**src/rtl/instr_mem_loader.sv**
```systemverilog
// Run-time loadable instruction memory with registered fetch port.
// Optional LOAD_CHECKSUM_EN adds a trailing checksum beat verified before RUN.
module instr_mem_loader #(
  parameter int                DATA_W   = 8,
  parameter int                ADDR_W   = 8,
  parameter int                DEPTH    = 256,
  parameter logic [DATA_W-1:0] NOP_WORD = '0
) (
  input  logic              origclk,
  input  logic              reset,
  input  logic              load_start,
  input  logic              load_valid,
  output logic              load_ready,
  input  logic [DATA_W-1:0] load_data,
  input  logic              load_last,
  input  logic [ADDR_W-1:0] pc,
  output logic [DATA_W-1:0] instruction,
  output logic              instr_valid,
  output logic              fetch_oob,
  output logic [2:0]        state,
  output logic [ADDR_W:0]   prog_len
);

  localparam int PW    = ADDR_W + 1;
  localparam int IDX_W = (DEPTH > 1) ? $clog2(DEPTH) : 1;
  localparam logic [PW-1:0] LAST_IDX = PW'(DEPTH - 1);

  typedef enum logic [2:0] {
    S_IDLE = 3'd0,
    S_LOAD = 3'd1,
    S_CSUM = 3'd2,
    S_RUN  = 3'd3,
    S_ERR  = 3'd4
  } state_t;

  state_t r_state, w_next;

  logic [DATA_W-1:0] r_mem [DEPTH];
  logic [PW-1:0]     r_wr_ptr;
  logic [PW-1:0]     r_prog_len;
  logic [DATA_W-1:0] r_instr;
  logic              r_ivalid;
  logic              r_oob;

  logic              w_ready;
  logic              w_wr_en;
  logic              w_ptr_clr;
  logic              w_len_set;
  logic              w_len_clr;
  logic              w_fetch;
  logic              w_in_rng;
  logic [IDX_W-1:0]  w_rd_idx;
  logic [IDX_W-1:0]  w_wr_idx;
  logic              w_sum_ok;

  assign w_in_rng = ({1'b0, pc} < r_prog_len);
  assign w_rd_idx = pc[IDX_W-1:0];
  assign w_wr_idx = r_wr_ptr[IDX_W-1:0];

`ifdef LOAD_CHECKSUM_EN
  logic [DATA_W-1:0] r_sum;
  logic [DATA_W-1:0] w_sum_chk;

  assign w_sum_chk = r_sum + load_data;
  assign w_sum_ok  = (w_sum_chk == '0);

  always_ff @(posedge origclk) begin
    if (reset) begin
      r_sum <= '0;
    end else if (w_ptr_clr) begin
      r_sum <= '0;
    end else if (w_wr_en) begin
      r_sum <= w_sum_chk;
    end
  end
`else
  assign w_sum_ok = 1'b0;
`endif

  always_ff @(posedge origclk) begin
    if (reset) r_state <= S_IDLE;
    else       r_state <= w_next;
  end

  always_comb begin
    w_next    = r_state;
    w_ready   = 1'b0;
    w_wr_en   = 1'b0;
    w_ptr_clr = 1'b0;
    w_len_set = 1'b0;
    w_len_clr = 1'b0;
    w_fetch   = 1'b0;
    unique case (r_state)
      S_IDLE: begin
        if (load_start) begin
          w_next    = S_LOAD;
          w_ptr_clr = 1'b1;
        end
      end
      S_LOAD: begin
        w_ready = 1'b1;
        if (load_valid) begin
          w_wr_en = 1'b1;
          // last beat takes priority over overflow at the final slot
          if (load_last) begin
            w_len_set = 1'b1;
`ifdef LOAD_CHECKSUM_EN
            w_next    = S_CSUM;
`else
            w_next    = S_RUN;
`endif
          end else if (r_wr_ptr == LAST_IDX) begin
            w_next = S_ERR;
          end
        end
      end
`ifdef LOAD_CHECKSUM_EN
      S_CSUM: begin
        w_ready = 1'b1;
        if (load_valid) begin
          w_next = w_sum_ok ? S_RUN : S_ERR;
        end
      end
`endif
      S_RUN: begin
        if (load_start) begin
          w_next    = S_LOAD;
          w_ptr_clr = 1'b1;
          w_len_clr = 1'b1;
        end else begin
          w_fetch = 1'b1;
        end
      end
      S_ERR: begin
        if (load_start) begin
          w_next    = S_LOAD;
          w_ptr_clr = 1'b1;
        end
      end
      default: w_next = S_IDLE;
    endcase
  end

  always_ff @(posedge origclk) begin
    if (reset) begin
      r_wr_ptr   <= '0;
      r_prog_len <= '0;
      r_instr    <= NOP_WORD;
      r_ivalid   <= 1'b0;
      r_oob      <= 1'b0;
    end else begin
      if (w_ptr_clr)    r_wr_ptr <= '0;
      else if (w_wr_en) r_wr_ptr <= r_wr_ptr + 1'b1;

      if (w_len_clr)      r_prog_len <= '0;
      else if (w_len_set) r_prog_len <= r_wr_ptr + 1'b1;

      if (w_fetch) begin
        r_instr  <= w_in_rng ? r_mem[w_rd_idx] : NOP_WORD;
        r_oob    <= ~w_in_rng;
        r_ivalid <= 1'b1;
      end else begin
        r_instr  <= NOP_WORD;
        r_oob    <= 1'b0;
        r_ivalid <= 1'b0;
      end
    end
  end

  // storage is never cleared; reset only blocks a write in flight
  always_ff @(posedge origclk) begin
    if (!reset && w_wr_en) r_mem[w_wr_idx] <= load_data;
  end

  assign load_ready  = w_ready;
  assign instruction = r_instr;
  assign instr_valid = r_ivalid;
  assign fetch_oob   = r_oob;
  assign state       = r_state;
  assign prog_len    = r_prog_len;

endmodule

```
**config.mk**
```make
export PLATFORM = sky130hd
export DESIGN_NAME = instr_mem_loader
export DESIGN_NICKNAME = d
export VERILOG_FILES = /design/src/rtl/instr_mem_loader.sv
export SDC_FILE = /design/constraint.sdc
export NUM_CORES = 2
export LEC_CHECK = 0
export BUFFER_PORTS_ARGS = -buffer_cell sky130_fd_sc_hd__buf_2
export CAP_MARGIN = 20
export CORE_MARGIN = 2
export CORE_UTILIZATION = 35
export CTS_CLUSTER_DIAMETER = 100
export CTS_CLUSTER_SIZE = 10
export DETAILED_ROUTE_END_ITERATION = 6
export GPL_TIMING_DRIVEN = 0
export SLEW_MARGIN = 10
export SYNTH_ARGS = -nofsm -noshare
export SYNTH_HDL_FRONTEND = slang
export SYNTH_SLANG_ARGS = --single-unit
```
**constraint.sdc**
```tcl
create_clock -name origclk -period 2.4 [get_ports origclk]
set_input_delay 0.12 -clock origclk [delete_from_list [all_inputs] [get_ports origclk]]
set_output_delay 0.12 -clock origclk [all_outputs]
set_load 0.005 [all_outputs]
```
After elaboration in Yosys (flattened, before gate mapping)

Memory sizes are Yosys's and may differ from the RTL's. A register that Yosys moved wholly into a read port is not among the register bits.
Index checks and enable logic that the tools add are counted.

RAM bits: 2048
Latch bits: 0
Output and inout port bits: 23
Bits in registers: 23
Memory bits (read-only): 0
Memories kept: 1
Bits of input ports: 21
Logic and storage cells: 45

Shift-type cells: 0
Order comparisons: 1
Bitwise gates (word level): 2
Eq/ne operators: 7
Reduce and logical (&&, ||, !) cells: 9
Multipliers: 0
Add/sub/neg operators: 1
Div/mod/pow operators: 0
Muxes and demuxes: 19

Memory list:

| memory | words | width | rd ports | clocked after memory_dff | wr ports | RTL line | RTL |
|---|---|---|---|---|---|---|---|
| r_mem  | 256   | 8     | 1        | 1                        | 1        | 38       | `logic [DATA_W-1:0] r_mem [DEPTH];` |

Operators by type and width:

| operator              | count |
|---|---|
| $mux W1               | 14 |
| $mux W3               | 4 |
| $add A9 B1 Y9 const B | 1 |
| $eq A9 B8 Y1 const B  | 1 |
| $lt A8 B9 Y1          | 1 |
| $pmux W3 S2           | 1 |
| $reduce_or A2 Y1      | 3 |
| $reduce_or A3 Y1      | 2 |
| $eq A3 B1 Y1 const B  | 1 |
| $eq A3 B2 Y1 const B  | 1 |
| $eq A3 B3 Y1 const B  | 1 |
| $logic_not A3 Y1      | 1 |
| $ne A3 B3 Y1 const B  | 1 |
| $reduce_and A3 Y1     | 1 |
| $ne A2 B1 Y1 const B  | 1 |
| $ne A2 B2 Y1 const B  | 1 |
| $not A1 Y1            | 2 |
| $logic_and A1 B1 Y1   | 1 |
| $logic_not A1 Y1      | 1 |

Logic depth before layout (Yosys ltp)

Word-level depth: 5
Mapped depth: 11
Mapped depth without buffers: 10

Least setup slack after synthesis

OpenSTA, ideal clock, no wires.

Kind: register to register
Start: register r_state[0] (netlist: state[0])
End: memory r_mem[120][0] (enable)
Data required time: 2.030 ns
Clock period less this slack: 2.546 ns
Buffers on the path: 1
Slack: -0.146 ns
Data arrival time: 2.176 ns
Library setup time: 0.370 ns
Cell stages (with the launch flop): 8
Path through: dfxtp_1 > nand2b_1 > nor2_1 > nand2_1 > nor4b_1 > nand3_1 > clkbuf_1 > nor2_1

Cells in the longest elaborated chain, start to end: 5

RTL lines:

| element                       | RTL line | RTL |
|---|---|---|
| start: declaration            | 36       | `state_t r_state, w_next;` |
| start signal: assignment      | 82       | `else r_state <= w_next;` |
| $eq A3 B1 Y1                  | 93       | `unique case (r_state)` |
| $mux W1                       | 93       |  |
| $logic_and A1 B1 Y1           | 172      | `if (!reset && w_wr_en) r_mem[w_wr_idx] <= load_data;` |
| $mux W1                       | 172      |  |
| $mux W1 (not written as such) | 172      |  |
| end: declaration              | 38       |  |

Every way passes these cells.

Worst setup path after layout

Start: input port pc[4]
End: register r_instr[6] (netlist: instruction[6]), read port of r_mem

Cells in the longest elaborated chain, start to end: 3

RTL lines:

| element                    | RTL line | RTL |
|---|---|---|
| start: declaration         | 16       | `input logic [ADDR_W-1:0] pc,` |
| $lt A8 B9 Y1               | 56       | `assign w_in_rng = ({1'b0, pc} < r_prog_len);` |
| $not A1 Y1 (no line)       | -        |  |
| $reduce_or A3 Y1 (no line) | -        |  |
| end: declaration           | 41       | `logic [DATA_W-1:0] r_instr;` |

Parallel ways exist; a longest one is shown, timed or not.
A chain may end at the register's enable or synchronous reset.

==> results.md <==
- After layout, the worst setup slack is -0.153 ns.
- The initial utilization of the core area, before any placement, comes to 0.352.
- After synthesis, the largest family of logic cells by area is multiplexers.
- The fmax is 392 MHz.
- The share of the synthesized area in compound gates (AO/OA/AOI/OAI) is 0.0315.
- The maximum fanout count along the critical path is 10.
- The congestion estimate from routability-driven global placement came to 0.945.
- CTS built an H-tree with a depth of 4.
- The xor and xnor fraction of the mapped netlist area is 0.000973.
- The tree is rooted in a sky130_fd_sc_hd__clkbuf_16.
- The mean cell area of the mapped netlist is 21.0 sq um.
- Of the cells placed in the final design, the portion with a size suffix greater than 1 is 0.347.
- The clock-pin slew of the registers on the worst-case setup and hold paths is 0.05 ns.
- CTS saw 2079 sinks.
- Counting instances, the worst hold path has a depth of 6.
- The startpoint identified for the worst register-to-register timing path is r_mem[127][5].
- For this run the aggregate overflow at the end of global routing stands at 0.
- The clock passes through at most 3 buffers.
- The most critical setup path has its startpoint at pc[4].
- Wires add up to 258000 um.
- Once layout is done, the placed cells without fillers occupy 0.0977 sq mm.
- In this run, distinct cell masters in the synthesized netlist total 67.
- Power spread over the standard cell area amounts to 769 mW/mm^2.
- In this run the remaining antenna-violating nets after routing total 0.
- The final reports fail on design-rule violations, negative setup slack.
- For the worst-skew pair, the clock arrives at the later sink with an insertion delay of 0.87 ns.
- The core footprint is 0.230 sq mm.
- The final number of max-transition violations was 0.
- The worst min-delay path category is input port to flip-flop.
- The end of the worst register-to-register path is instruction[5].
- For the final database, setup skew stands at 0.0269 ns.
- In this run the vertical extent of the chip is 485 um.
- Dividing the detail-routed via count by the number of cells gives 5.85.
- Yosys printed 0 warnings.
- Summed over all cells, the static leakage comes to 30.2 nW.
- The total power of the final layout is 75.1 mW.
- The wire length of the first global-routing pass is 350000 um.
- The area of the die is 0.235 sq mm.
- The count of mapped cells out of synthesis is 3861.
- The worst path arrival time is 3.29 ns.
- The post-synthesis instance area is 0.0810 sq mm.
- The worst hold slack across all endpoints is 0.0752 ns.
- After synthesis the netlist holds a flip-flop and latch count of 2079.
- After detailed routing, the average wire length per cell comes to 34.6 um.
- The HPWL after detailed placement is 172000 um.
- The number of hold violations in the final report came to 0.
- The cell type with the highest aggregate area in the netlist is sky130_fd_sc_hd__edfxtp_1.
- The number of flops mapped to enable cells by yosys is 2048.
- Across the VDD grid, the largest voltage drop is 0.842 mV.
- The synthesized net count is 3894.
- TritonCTS built the clock tree.
- Setup repair after global routing could not meet its margin everywhere.
- Dividing the final minimum period by the clock period gives 1.06.
- For this run, asynchronously set or reset flops after synthesis account for 0.
- Of the total synthesized cell area, the portion taken by full adders, half adders and majority gates is 0.00185.
- Yosys instantiated no cell more often than sky130_fd_sc_hd__edfxtp_1.
- The number of buffer cells added on primary ports is 41.
- The number of I/O pins is 44.
- The total routing usage reported by global routing is 0.215.
- The transition time at the pin with the least slew margin is 1.21 ns.
- Entering global routing, the biggest net connects 153 pins.
- The type of the setup path with the least slack is input port to flip-flop.
- The initial antenna violation count is 19.
- The first-iteration detailed-routing DRC count is 6635.
- The sequential area share after synthesis is 0.767.
- Setup violations remaining at the end of the flow were counted as 8.
- The area growth from synthesis to layout is 20.7%.
- The post-detailed-placement cell area is 0.0858 sq mm.
- The data required time of the worst path is 3.14 ns.
- The final net count is 4382.
- The final route contains 43506 vias.
- The number of global-route vias before repair is 42515.
- STA classifies the critical path endpoint as a flip-flop.
- For the worst flop-to-flop path, the logic depth is 7.
- For this run, the leading register cell type out of synthesis is sky130_fd_sc_hd__edfxtp_1.
- Before antenna repair, the detailed router went through 7 iterations.
- The number of maximum-capacitance constraint violations is 0.
- The width of the die is 485 um.
- The CTS buffer count is 226.
- The mux contribution to synthesized area is 0.153.
- The placement row count is 176.
- Ranked by total cell area, the synthesized netlist is headed by sky130_fd_sc_hd__edfxtp_1 76%, sky130_fd_sc_hd__mux4_2 13%, sky130_fd_sc_hd__mux2i_1 2.6%, sky130_fd_sc_hd__nor2_1 1.3%, sky130_fd_sc_hd__dfxtp_1 0.77%.
- STA classifies the critical path startpoint as an input port.
- The remaining max-slew budget at the tightest pin is 0.195.
- The run finished, with violations left.
- The worst register-to-register path has a setup slack of -0.07 ns.
- For hold timing, the worst endpoint is fetch_oob.
- Counting instances in the post-synthesis netlist gives the leading cell types as 2048 x sky130_fd_sc_hd__edfxtp_1, 452 x sky130_fd_sc_hd__mux4_2, 287 x sky130_fd_sc_hd__nor2_1.
- The post-synthesis share of cell area spent on and, or, nand and nor gates is 0.0261.
- The shortest period the worst path allows is 2.55 ns.
- Setup total negative slack on the finished layout was measured at -0.739 ns.
- The startpoint identified for the worst hold timing path is pc[6].
- The portion of synthesized cell area occupied by the leading cell type is 0.759.
- The number of design rule violations left after detail routing is 1.
-- worst max-delay path, cell delays in order --
cell	delay [ns]
sky130_fd_sc_hd__buf_2	0.19
sky130_fd_sc_hd__buf_4	0.29
sky130_fd_sc_hd__nor2b_1	0.16
sky130_fd_sc_hd__clkbuf_1	0.83
sky130_fd_sc_hd__a22oi_1	0.37
sky130_fd_sc_hd__a311oi_1	0.66
sky130_fd_sc_hd__nand3_1	0.23
sky130_fd_sc_hd__a41oi_4	0.41
-- stage by stage --
stage,setup WS (ns),util,instances
global placement,-3.48,0.370,6928
floorplan,-0.0803,-,3861
global route,-0.0483,0.425,7441
finish,-0.153,0.425,7443
detailed placement,-2.50,0.373,6967
CTS,-0.191,0.421,7402
-- worst max-delay path by stage --
stage                     end  cells past startpoint
4_1_cts        instruction[6]                      7
3_3_place_gp   instruction[7]                     10
3_5_place_dp   instruction[7]                      9
2_1_floorplan   r_mem[254][0]                      8
6_report       instruction[6]                      8
5_1_grt        instruction[5]                      7
-- cell families after synthesis --
logic type | after synthesis
buffers and inverters | 249
AND/OR/NAND/NOR | 483
XOR/XNOR | 9
flip-flops | 2079
AO/OA/AOI/OAI | 360
adder cells (fa/ha/maj) | 12
multiplexers | 669
-- power breakdown --
part	leakage, nW	internal (mW)	switching, mW
logic	8.61	1.42	3.00
clock network	2.98	17.1	13.8
registers	18.7	39.9	0.0154
-- per-layer routing --
metal / GRT usage / part of all wire / vias to the layer above / wire length [um]
met4: 0.0983 / 0.053 / 14 / 13700
met5: 0 / 0.00034 / - / 88
met3: 0.0542 / 0.11 / 589 / 28600
li1: - / - / 17028 / -
met2: 0.331 / 0.46 / 2828 / 118000
met1: 0.287 / 0.38 / 23047 / 97400
-- cell type report --
class                   instances  area [sq um]
repair buffers                266          3590
flip-flops and latches       2079         62100
well taps                    3026          3790
clock buffers                 279          5880
diodes                          2          5.00
fillers                     19475        132000
inverters                      15          56.3
multi-input cells            1533         19800
clock inverters                15           287
plain buffers                 228          2170
-- flip-flops by register name, summed over array words and instances, names as in the netlist --
name and count:
instr_valid 1, instruction 8, state 3, r_mem 2048
r_wr_ptr 9, prog_len 9, fetch_oob 1
-- what timing repair did --
action | CTS | global route
resized for setup | 772 | 79
hold endpoints to repair | 835 | 0
setup endpoints to repair | 2062 | 1534
buffers inserted | 129 | 37
hold buffers | 14 | 0
pin swaps | 112 | 40
cloned | 1 | 5
-- placed cells by master, fill, tap and decap left out, types with 55 or more instances in the layout --
cell type | Yosys | final
sky130_fd_sc_hd__buf_4 | 36 | 107
sky130_fd_sc_hd__clkbuf_16 | 0 | 236
sky130_fd_sc_hd__mux2i_1 | 209 | 206
sky130_fd_sc_hd__buf_12 | 5 | 100
sky130_fd_sc_hd__buf_2 | 50 | 55
sky130_fd_sc_hd__edfxtp_1 | 2048 | 2048
sky130_fd_sc_hd__clkbuf_1 | 92 | 80
sky130_fd_sc_hd__a21oi_1 | 69 | 64
sky130_fd_sc_hd__nor2_2 | 1 | 55
sky130_fd_sc_hd__buf_6 | 36 | 73
sky130_fd_sc_hd__mux4_2 | 452 | 452
sky130_fd_sc_hd__nor2_4 | 1 | 196
Power figures use the tool's default switching activity.
